===== src/rtl/char_render_ctrl.sv =====
// char_render_ctrl
//   Pixel pipeline controller for the 80x30 text console. It maps each VGA
//   pixel coordinate to a text-buffer address, fetches the ASCII code from a
//   synchronous-read buffer, and drives CharLUT with the glyph row and column.
//   It registers the final pixel with an optional blinking underline cursor,
//   and delays the sync and active strobes so that they line up with the pixel.
//
// Ports
//   clk, rst            : pixel clock and asynchronous active-high reset
//   hcount, vcount      : pixel coordinate from the timing generator
//   in_active           : visible-area flag
//   in_hsync, in_vsync  : active-low syncs
//   buf_raddr/buf_rdata : text-buffer read port (data follows one edge later)
//   lut_char/vidx/hidx  : CharLUT request
//   lut_lit             : CharLUT result (combinational)
//   cursor_en/col/row   : cursor control, sampled at stage 1
//   pix_on, out_*       : pixel and delayed strobes, 3 edges after input
module char_render_ctrl #(
    parameter int unsigned BLINK_FRAMES = 30
) (
    input  logic        clk,
    input  logic        rst,
    input  logic [9:0]  hcount,
    input  logic [9:0]  vcount,
    input  logic        in_active,
    input  logic        in_hsync,
    input  logic        in_vsync,
    output logic [11:0] buf_raddr,
    input  logic [7:0]  buf_rdata,
    output logic [7:0]  lut_char,
    output logic [3:0]  lut_vidx,
    output logic [2:0]  lut_hidx,
    input  logic        lut_lit,
    input  logic        cursor_en,
    input  logic [6:0]  cursor_col,
    input  logic [4:0]  cursor_row,
    output logic        pix_on,
    output logic        out_active,
    output logic        out_hsync,
    output logic        out_vsync
);

    localparam logic [7:0] BLINK_LAST = 8'(BLINK_FRAMES - 1);

    logic        v0;
    logic [6:0]  col;
    logic [4:0]  row;
    logic [11:0] addr;
    logic        cur0;
    logic        frame_start;

    // Stage 1
    logic [11:0] raddr_q, raddr_d;
    logic [3:0]  vidx1_q, vidx1_d;
    logic [2:0]  hidx1_q, hidx1_d;
    logic        v1_q, v1_d, cur1_q, cur1_d;
    logic        act1_q, act1_d, hs1_q, hs1_d, vs1_q, vs1_d;
    // Stage 2
    logic [3:0]  vidx2_q, vidx2_d;
    logic [2:0]  hidx2_q, hidx2_d;
    logic        v2_q, v2_d, cur2_q, cur2_d;
    logic        act2_q, act2_d, hs2_q, hs2_d, vs2_q, vs2_d;
    // Stage 3
    logic        pix_q, pix_d;
    logic        act3_q, act3_d, hs3_q, hs3_d, vs3_q, vs3_d;
    // Blink
    logic        vs_prev_q, vs_prev_d;
    logic [7:0]  frame_cnt_q, frame_cnt_d;
    logic        blink_q, blink_d;

    always_comb begin
        v0   = in_active && (hcount < 10'd640) && (vcount < 10'd480);
        col  = hcount[9:3];
        row  = vcount[8:4];
        // row*80 as row*64 + row*16, widened so 29*80+79 = 2399 fits
        addr = {1'b0, row, 6'b0} + {3'b0, row, 4'b0} + {5'b0, col};
        // Out-of-range cursor positions are rejected explicitly
        cur0 = cursor_en && (cursor_col < 7'd80) && (cursor_row < 5'd30)
               && (col == cursor_col) && (row == cursor_row);
        frame_start = vs_prev_q && !in_vsync;

        raddr_d = v0 ? addr : raddr_q;
        vidx1_d = vcount[3:0];
        hidx1_d = hcount[2:0];
        v1_d    = v0;
        cur1_d  = cur0;
        act1_d  = in_active;
        hs1_d   = in_hsync;
        vs1_d   = in_vsync;

        vidx2_d = vidx1_q;
        hidx2_d = hidx1_q;
        v2_d    = v1_q;
        cur2_d  = cur1_q;
        act2_d  = act1_q;
        hs2_d   = hs1_q;
        vs2_d   = vs1_q;

        // buf_rdata for this pixel arrives during stage 2, so lut_lit is
        // consumed here in the same cycle
        pix_d  = v2_q && (lut_lit || (cur2_q && blink_q && (vidx2_q >= 4'd14)));
        act3_d = act2_q;
        hs3_d  = hs2_q;
        vs3_d  = vs2_q;

        vs_prev_d   = in_vsync;
        frame_cnt_d = frame_cnt_q;
        blink_d     = blink_q;
        if (frame_start) begin
            if (frame_cnt_q == BLINK_LAST) begin
                frame_cnt_d = '0;
                blink_d     = !blink_q;
            end else begin
                frame_cnt_d = frame_cnt_q + 8'd1;
            end
        end
    end

    always_ff @(posedge clk or posedge rst) begin
        if (rst) begin
            raddr_q     <= '0;
            vidx1_q     <= '0;
            hidx1_q     <= '0;
            v1_q        <= 1'b0;
            cur1_q      <= 1'b0;
            act1_q      <= 1'b0;
            hs1_q       <= 1'b1;
            vs1_q       <= 1'b1;
            vidx2_q     <= '0;
            hidx2_q     <= '0;
            v2_q        <= 1'b0;
            cur2_q      <= 1'b0;
            act2_q      <= 1'b0;
            hs2_q       <= 1'b1;
            vs2_q       <= 1'b1;
            pix_q       <= 1'b0;
            act3_q      <= 1'b0;
            hs3_q       <= 1'b1;
            vs3_q       <= 1'b1;
            vs_prev_q   <= 1'b1;
            frame_cnt_q <= '0;
            blink_q     <= 1'b0;
        end else begin
            raddr_q     <= raddr_d;
            vidx1_q     <= vidx1_d;
            hidx1_q     <= hidx1_d;
            v1_q        <= v1_d;
            cur1_q      <= cur1_d;
            act1_q      <= act1_d;
            hs1_q       <= hs1_d;
            vs1_q       <= vs1_d;
            vidx2_q     <= vidx2_d;
            hidx2_q     <= hidx2_d;
            v2_q        <= v2_d;
            cur2_q      <= cur2_d;
            act2_q      <= act2_d;
            hs2_q       <= hs2_d;
            vs2_q       <= vs2_d;
            pix_q       <= pix_d;
            act3_q      <= act3_d;
            hs3_q       <= hs3_d;
            vs3_q       <= vs3_d;
            vs_prev_q   <= vs_prev_d;
            frame_cnt_q <= frame_cnt_d;
            blink_q     <= blink_d;
        end
    end

    assign buf_raddr  = raddr_q;
    assign lut_char   = buf_rdata;
    assign lut_vidx   = vidx2_q;
    assign lut_hidx   = hidx2_q;
    assign pix_on     = pix_q;
    assign out_active = act3_q;
    assign out_hsync  = hs3_q;
    assign out_vsync  = vs3_q;

endmodule

===== config.mk =====
export PLATFORM = sky130hd
export DESIGN_NAME = char_render_ctrl
export DESIGN_NICKNAME = d
export VERILOG_FILES = /design/src/rtl/char_render_ctrl.sv
export SDC_FILE = /design/constraint.sdc
export NUM_CORES = 1
export LEC_CHECK = 0
export BUFFER_PORTS_ARGS = -buffer_cell sky130_fd_sc_hd__buf_2
export CORE_MARGIN = 3
export CORE_UTILIZATION = 44
export CTS_BUF_LIST = sky130_fd_sc_hd__clkbuf_16
export CTS_CLUSTER_DIAMETER = 50
export CTS_CLUSTER_SIZE = 24
export DETAILED_ROUTE_END_ITERATION = 10
export PLACE_DENSITY_LB_ADDON = 0.15
export SLEW_MARGIN = 10
export SYNTH_ARGS = -nofsm -noshare
export SYNTH_HDL_FRONTEND = slang
export SYNTH_SLANG_ARGS = --single-unit

===== constraint.sdc =====
create_clock -name clk -period 1.6 [get_ports clk]
set_clock_uncertainty 0.2 [all_clocks]
set_input_delay 0.24 -clock clk [delete_from_list [all_inputs] [get_ports clk]]
set_output_delay 0.24 -clock clk [all_outputs]
set_load 0.03 [all_outputs]

==> results of run 1 <==
[cells by family (layout without fill, tap and decap cells)]
group,Yosys count,in the layout
compound gates,21,21
xor+xnor,20,20
fa+ha+maj,13,13
buf+inv,19,115
flops,49,49
mux,4,4
simple gates,46,46
[worst min-delay path by stage]
| stage | cells after the start | endpoint | startpoint | slack (ns) |
|---|---|---|---|---|
| finish | 2 | buf_raddr[1] | hcount[4] | 0.02 |
| global route | 2 | buf_raddr[2] | hcount[5] | 0.02 |
| CTS | 3 | cur1_q | cursor_en | 0.01 |
| detailed placement | 2 | lut_vidx[2] | rst | 0.05 |
| global placement | 2 | lut_vidx[2] | rst | 0.05 |
| floorplan | 0 | hs1_q | in_hsync | 0.04 |
[metal layers]
layer  global-route usage, %  up-vias  routed length [µm]
met5                       0        -                   0
met2                    27.1       44                2140
met3                    3.43       22                 179
li1                        -      771                   -
met1                    21.0      718                1890
met4                    6.21        0                  82
[per-stage QoR]
step	setup WS (ns)	instances	area, µm²
CTS	-0.361	332	2960
detailed placement	-0.775	312	2670
finish	-0.400	333	3010
floorplan	-0.487	172	2170
global route	-0.438	333	3010
global placement	-0.719	312	2670
[registers in the layout (all words and copies together) (netlist names), 3 cells and up]
| register | count |
|---|---|
| lut_hidx | 3 |
| vidx1_q | 4 |
| lut_vidx | 4 |
| frame_cnt_q | 8 |
| hidx1_q | 3 |
| buf_raddr | 12 |
[power groups by stage]
stage	Clock [µW]	Sequential, µW	Combinational [µW]
3_3_place_gp	0	1510	783
3_5_place_dp	0	1510	796
5_1_grt	1120	1510	937
6_report	1040	1490	852
2_1_floorplan	0	1680	345
4_1_cts	1070	1490	830
[timing repair]
item,4_1_cts,5_1_grt
hold endpoints to repair,23,0
endpoints found under the setup margin,6,5
setup buffers,0,2
hold buffers,12,0
pin swaps,9,10
resized for setup,7,8
[layout make-up]
cell class | count | area (µm²)
Fill cell | 374 | 1520
Sequential cell | 49 | 1230
Multi-Input combinational cell | 104 | 850
Timing Repair Buffer | 98 | 648
Clock buffer | 5 | 125
Tap cell | 65 | 81.3
Inverter | 9 | 47.5
Clock inverter | 3 | 26.3
[Yosys cell counts (3+ instances only)]
cell / number / area (µm²)
a21o_1: 5 / 37.5
buf_4: 8 / 60.1
dfrtp_1: 43 / 1080
dfstp_2: 6 / 158
ha_1: 11 / 138
inv_1: 8 / 30.0
mux2_2: 4 / 45.0
nand2_1: 16 / 60.1
nand3_1: 3 / 15.0
nand4_1: 8 / 50.1
nor2_1: 7 / 26.3
o21ai_0: 6 / 30.0
xnor2_1: 14 / 123
xor2_1: 5 / 43.8
==> reports/qor.csv, run 1 <==
metric,value,unit
status,"complete, but fails checks",
failing checks,negative setup slack,
Pins Over Slew Limit,0,
Congestion Overflow GR,0,
worst path cell trace,buf_8 -> inv_4 -> fa_1 -> inv_2 -> ha_4 -> a211oi_2 -> o21bai_1 -> a21o_1 -> a221o_1,
number of nets in the layout,327,
"CP delay by family, top",compound AO/OA/AOI/OAI gates,
area grow syn2layout,40.8,%
Longest Clk Path Bufs,2,
clk sinks,49,
antenna violations before repair,0,
Yosys reg bits,49,
GRT Total Usage,16.4,%
DRC violations left,0,
Post-synth top flop,dfrtp_1,
"most common cell after layout, fill and taps aside",buf_2,
"slowest stage cell, crit path",fa_1,
CP Capture Type,register,
CP arrival,1.97,ns
Worst-path clk slew,0.07,ns
Synth Instances,172,
initial cell density of the core,47.2,%
most frequent cells in the layout,"buf_2 (58), dfrtp_1 (43), buf_4 (24)",
Compound-Gate Fraction of Synth Area,6.84,%
Post-Syn Nets,232,
Max Fclk,0.500,GHz
Post-Synth Adder-Cell Area,8.30,%
Syn Area/Cell,12.4,µm²
main combinational cell family by area after synthesis,simple AND/OR/NAND/NOR gates,
Net Switching,1020,µW
Worst R2R Start,vs_prev_q,
row count,24,
Die Wd,75.7,µm
part of the power in registers,44.0,%
Die ar.,5740,µm²
Period minus WS final,2.00,ns
startpoint type of the worst setup path,input port,
Post-Syn Area,2140,µm²
via count,1555,
total wire length,4300,µm
RSZ-0062 raised after global routing,true,
first-pass GRT wire length,7070,µm
fin worst setup slack,-0.400,ns
CP required,1.57,ns
crit path from,hcount[9],
Synth Area in Simple Gates,11.4,%
fin crit share,125,%
Worst path max stage delay,0.56,ns
crit path to,buf_raddr[10],
Gate power share,25.2,%
drt wl/cell,12.9,µm
clock root cell,clkbuf_16,
Post-synth ARST share,100,%
initial DRC count,59,
CTS tree,yes,
Util after Layout,66.4,%
port bufs,61,
Power Density,1120,nW/µm²
xor and xnor area share after synthesis,8.54,%
largest net degree at the start of global routing,26,
Slew HR,74.1,%
total power draw,3390,µW
"Distinct cells, synth",36,
Leak,0.00149,µW
FF-to-FF path depth,4,
Worst-Skew Late Latency,0.28,ns
post-DP HPWL,3250,µm
Core Footprint,4530,µm²
Final Hold Fails,0,
1st-pass router iterations,5,
Hold Slack,0.0185,ns
Ys Warns,0,
RR Endpoint,frame_cnt_q[7],
peak supply drop,0.000702,V
max_cap viols,0,
layout cell share with drive strength beyond 1,46.3,%
switching share of power,30.1,%
GPL Wtd Cong,0.825,
crit path buf inv count,3,
depth of the CTS H-tree,2,
sequential-to-total area share from yosys stat,57.7,%
vias in the first global route,1590,
Clock Power Share,30.8,%
ANT cells,0,
HP Class,input port to register,
CTS Buf Count,5,
worst slew pin tran,0.382,ns
DR vias/cell,4.67,
mux contribution to synthesized area,2.11,%
kind of critical path,input port to register,
reg2reg setup slack,0.13,ns
Ports,78,
crit path max fanout,4,
number of synthesized flops with an enable pin,0,
Stages on worst setup path,9,
Final ANT Viol Nets,0,
Final TNS setup,-1.46,ns
Int Pwr,2370,µW
"Setup violations, final",5,
die height,75.7,µm
No activity file was read; power rests on OpenSTA's default activity.
==> inputs of run 2 (changes only) <==
--- a/config.mk
+++ b/config.mk
@@ -6,6 +6,7 @@
 export NUM_CORES = 1
 export LEC_CHECK = 0
 export BUFFER_PORTS_ARGS = -buffer_cell sky130_fd_sc_hd__buf_2
+export CORE_ASPECT_RATIO = 0.8
 export CORE_MARGIN = 3
 export CORE_UTILIZATION = 44
 export CTS_BUF_LIST = sky130_fd_sc_hd__clkbuf_16
==> reports/qor.csv, run 2 (synthesized netlist as in run 1, its figures left out) <==
metric,value,unit,change
Period minus WS final,1.95,ns,-0.0499 ns
clock root cell,clkbuf_16,,
"slowest stage cell, crit path",fa_1,,
first-pass GRT wire length,6490,µm,-8.2%
RSZ-0062 raised after global routing,true,,
Final Hold Fails,0,,unchanged
Final ANT Viol Nets,0,,unchanged
ANT cells,0,,unchanged
port bufs,61,,unchanged
Die ar.,5740,µm²,about the same
Int Pwr,2360,µW,-0.35%
drt wl/cell,12.3,µm,-4.8%
Max Fclk,0.513,GHz,+2.6%
Worst-Skew Late Latency,0.28,ns,about the same
Gate power share,25.1,%,about the same
CP required,1.57,ns,about the same
CTS tree,yes,,
1st-pass router iterations,4,,-1
switching share of power,29.4,%,-0.67 points
GRT Total Usage,14.5,%,-1.9 points
antenna violations before repair,0,,unchanged
initial DRC count,43,,-27%
via count,1509,,-3.0%
"Setup violations, final",6,,+1
fin crit share,122,%,-3.1 points
layout cell share with drive strength beyond 1,45.7,%,-0.54 points
status,"complete, but fails checks",,
Congestion Overflow GR,0,,unchanged
Hold Crit Depth,2,,unchanged
worst path cell trace,buf_8 -> inv_8 -> fa_1 -> inv_2 -> buf_6 -> fa_2 -> a21o_1 -> a21o_1 -> xnor2_1 -> o21ai_1,,
crit path buf inv count,4,,+1
Cell Count Post-Placement,307,,-1.6%
Worst path max stage delay,0.54,ns,-0.02 ns
Die Wd,84.0,µm,+11%
Clock Power Share,30.4,%,-0.4 points
peak supply drop,0.000754,V,+7.4%
kind of critical path,input port to register,,
startpoint type of the worst setup path,input port,,
FF-to-FF path depth,4,,unchanged
Power Density,1120,nW/µm²,-0.72%
Ports,78,,unchanged
DR vias/cell,4.59,,-1.8%
area grow syn2layout,39.9,%,
Final TNS setup,-1.46,ns,-0.000400 ns
crit path max fanout,2,,-2
post-DP HPWL,3130,µm,-3.7%
CTS Buf Count,5,,unchanged
Net Switching,983,µW,-3.5%
Reg area,1230,µm²,unchanged
Stages on worst setup path,10,,+1
Util after Layout,64.4,%,-2.1 points
Core Footprint,4650,µm²,+2.6%
Leak,0.00149,µW,+0.29%
CP Capture Type,register,,
die height,68.4,µm,-9.7%
part of the power in registers,44.5,%,+0.5 points
"CP delay by family, top",adder cells,,
number of nets in the layout,328,,+0.31%
vias in the first global route,1394,,-12%
max_cap viols,0,,unchanged
Finished Layout Cells,329,,-1.2%
largest net degree at the start of global routing,34,,+31%
Slew HR,74.9,%,+0.72 points
failing checks,negative setup slack,,
Longest Clk Path Bufs,2,,unchanged
row count,22,,-8.3%
CP most frequent cell,a21o_1,,
Worst-path clk slew,0.06,ns,about the same
area taken by multi-input logic gates,841,µm²,-1.0%
Fillers,371,,-0.80%
HP Class,input port to register,,
initial cell density of the core,46.0,%,-1.2 points
clk sinks,49,,unchanged
CP arrival,1.92,ns,-0.05 ns
DRC violations left,0,,unchanged
total wire length,4040,µm,-6.0%
"most common cell after layout, fill and taps aside",buf_2,,
GPL Wtd Cong,0.760,,-7.9%
max reg flops,12,,unchanged
most frequent cells in the layout,"buf_2 (59), dfrtp_1 (43), buf_4 (24)",,
depth of the CTS H-tree,2,,unchanged
fin worst setup slack,-0.350,ns,+0.0499 ns
Pins Over Slew Limit,0,,unchanged
worst slew pin tran,0.372,ns,-0.0107 ns
[run 2: final cells by class]
cell class / count / share of cell area, %
Clock buffer: 5 / 4.18
Clock inverter: 3 / 0.710
Inverter: 9 / 1.50
Multi-Input combinational cell: 104 / 28.1
Sequential cell: 49 / 41.2
Tap cell: 60 / 2.51
Timing Repair Buffer: 99 / 21.8
[run 2: power by group through the flow]
stage / registers, µW / clock network [µW] / logic [µW]
finish: 1490 / 1020 / 839
global route: 1510 / 1120 / 923
CTS: 1490 / 1060 / 840
detailed placement: 1510 / 0 / 789
global placement: 1510 / 0 / 784
floorplan: 1680 / 0 / 345
[run 2: what timing repair did]
item / in CTS / in global routing
hold buffers: 12 / 0
endpoints found under the hold margin: 21 / 0
resized for setup: 9 / 2
pin swaps: 4 / 4
endpoints found under the setup margin: 6 / 6
setup buffers: 1 / 1
[run 2: worst reg2reg max path, delay by kind of cell (launching register included)]
family        cells  cell delay, ns
xor+xnor          1            0.14
flops             1            0.54
simple gates      3            0.49
[run 2: stage by stage]
| stage | cell area [µm²] | setup WS, ns | hold slack, ns | total power (µW) |
|---|---|---|---|---|
| finish | 2990 | -0.350 | 0.0115 | 3340 |
| global route | 2990 | -0.418 | 0.00826 | 3550 |
| CTS | 2980 | -0.390 | 0.00525 | 3380 |
| detailed placement | 2670 | -0.774 | 0.0537 | 2300 |
| global placement | 2670 | -0.684 | 0.0460 | 2290 |
| floorplan | 2170 | -0.487 | 0.0445 | 2030 |
[run 2: worst paths after layout]
| kind | start | slack, ns | endpoint |
|---|---|---|---|
| min in group asynchronous | rst | 0.29 | lut_hidx[2] |
| worst max register to register | vs_prev_q | 0.14 | frame_cnt_q[7] |
| worst min-delay path | hcount[5] | 0.01 | buf_raddr[2] |
| worst max-delay path | vcount[6] | -0.35 | buf_raddr[9] |
| worst min register to register | hidx1_q[0] | 0.14 | lut_hidx[0] |
| max in group asynchronous | rst | 0.44 | frame_cnt_q[2] |
[run 2: layer usage]
metal	GRT usage, %	vias up	part of all wire (%)
li1	-	772	-
met5	0	-	0
met1	20.2	680	49
met2	22.0	48	45
met4	4.62	0	0.99
met3	4.21	9	5.5
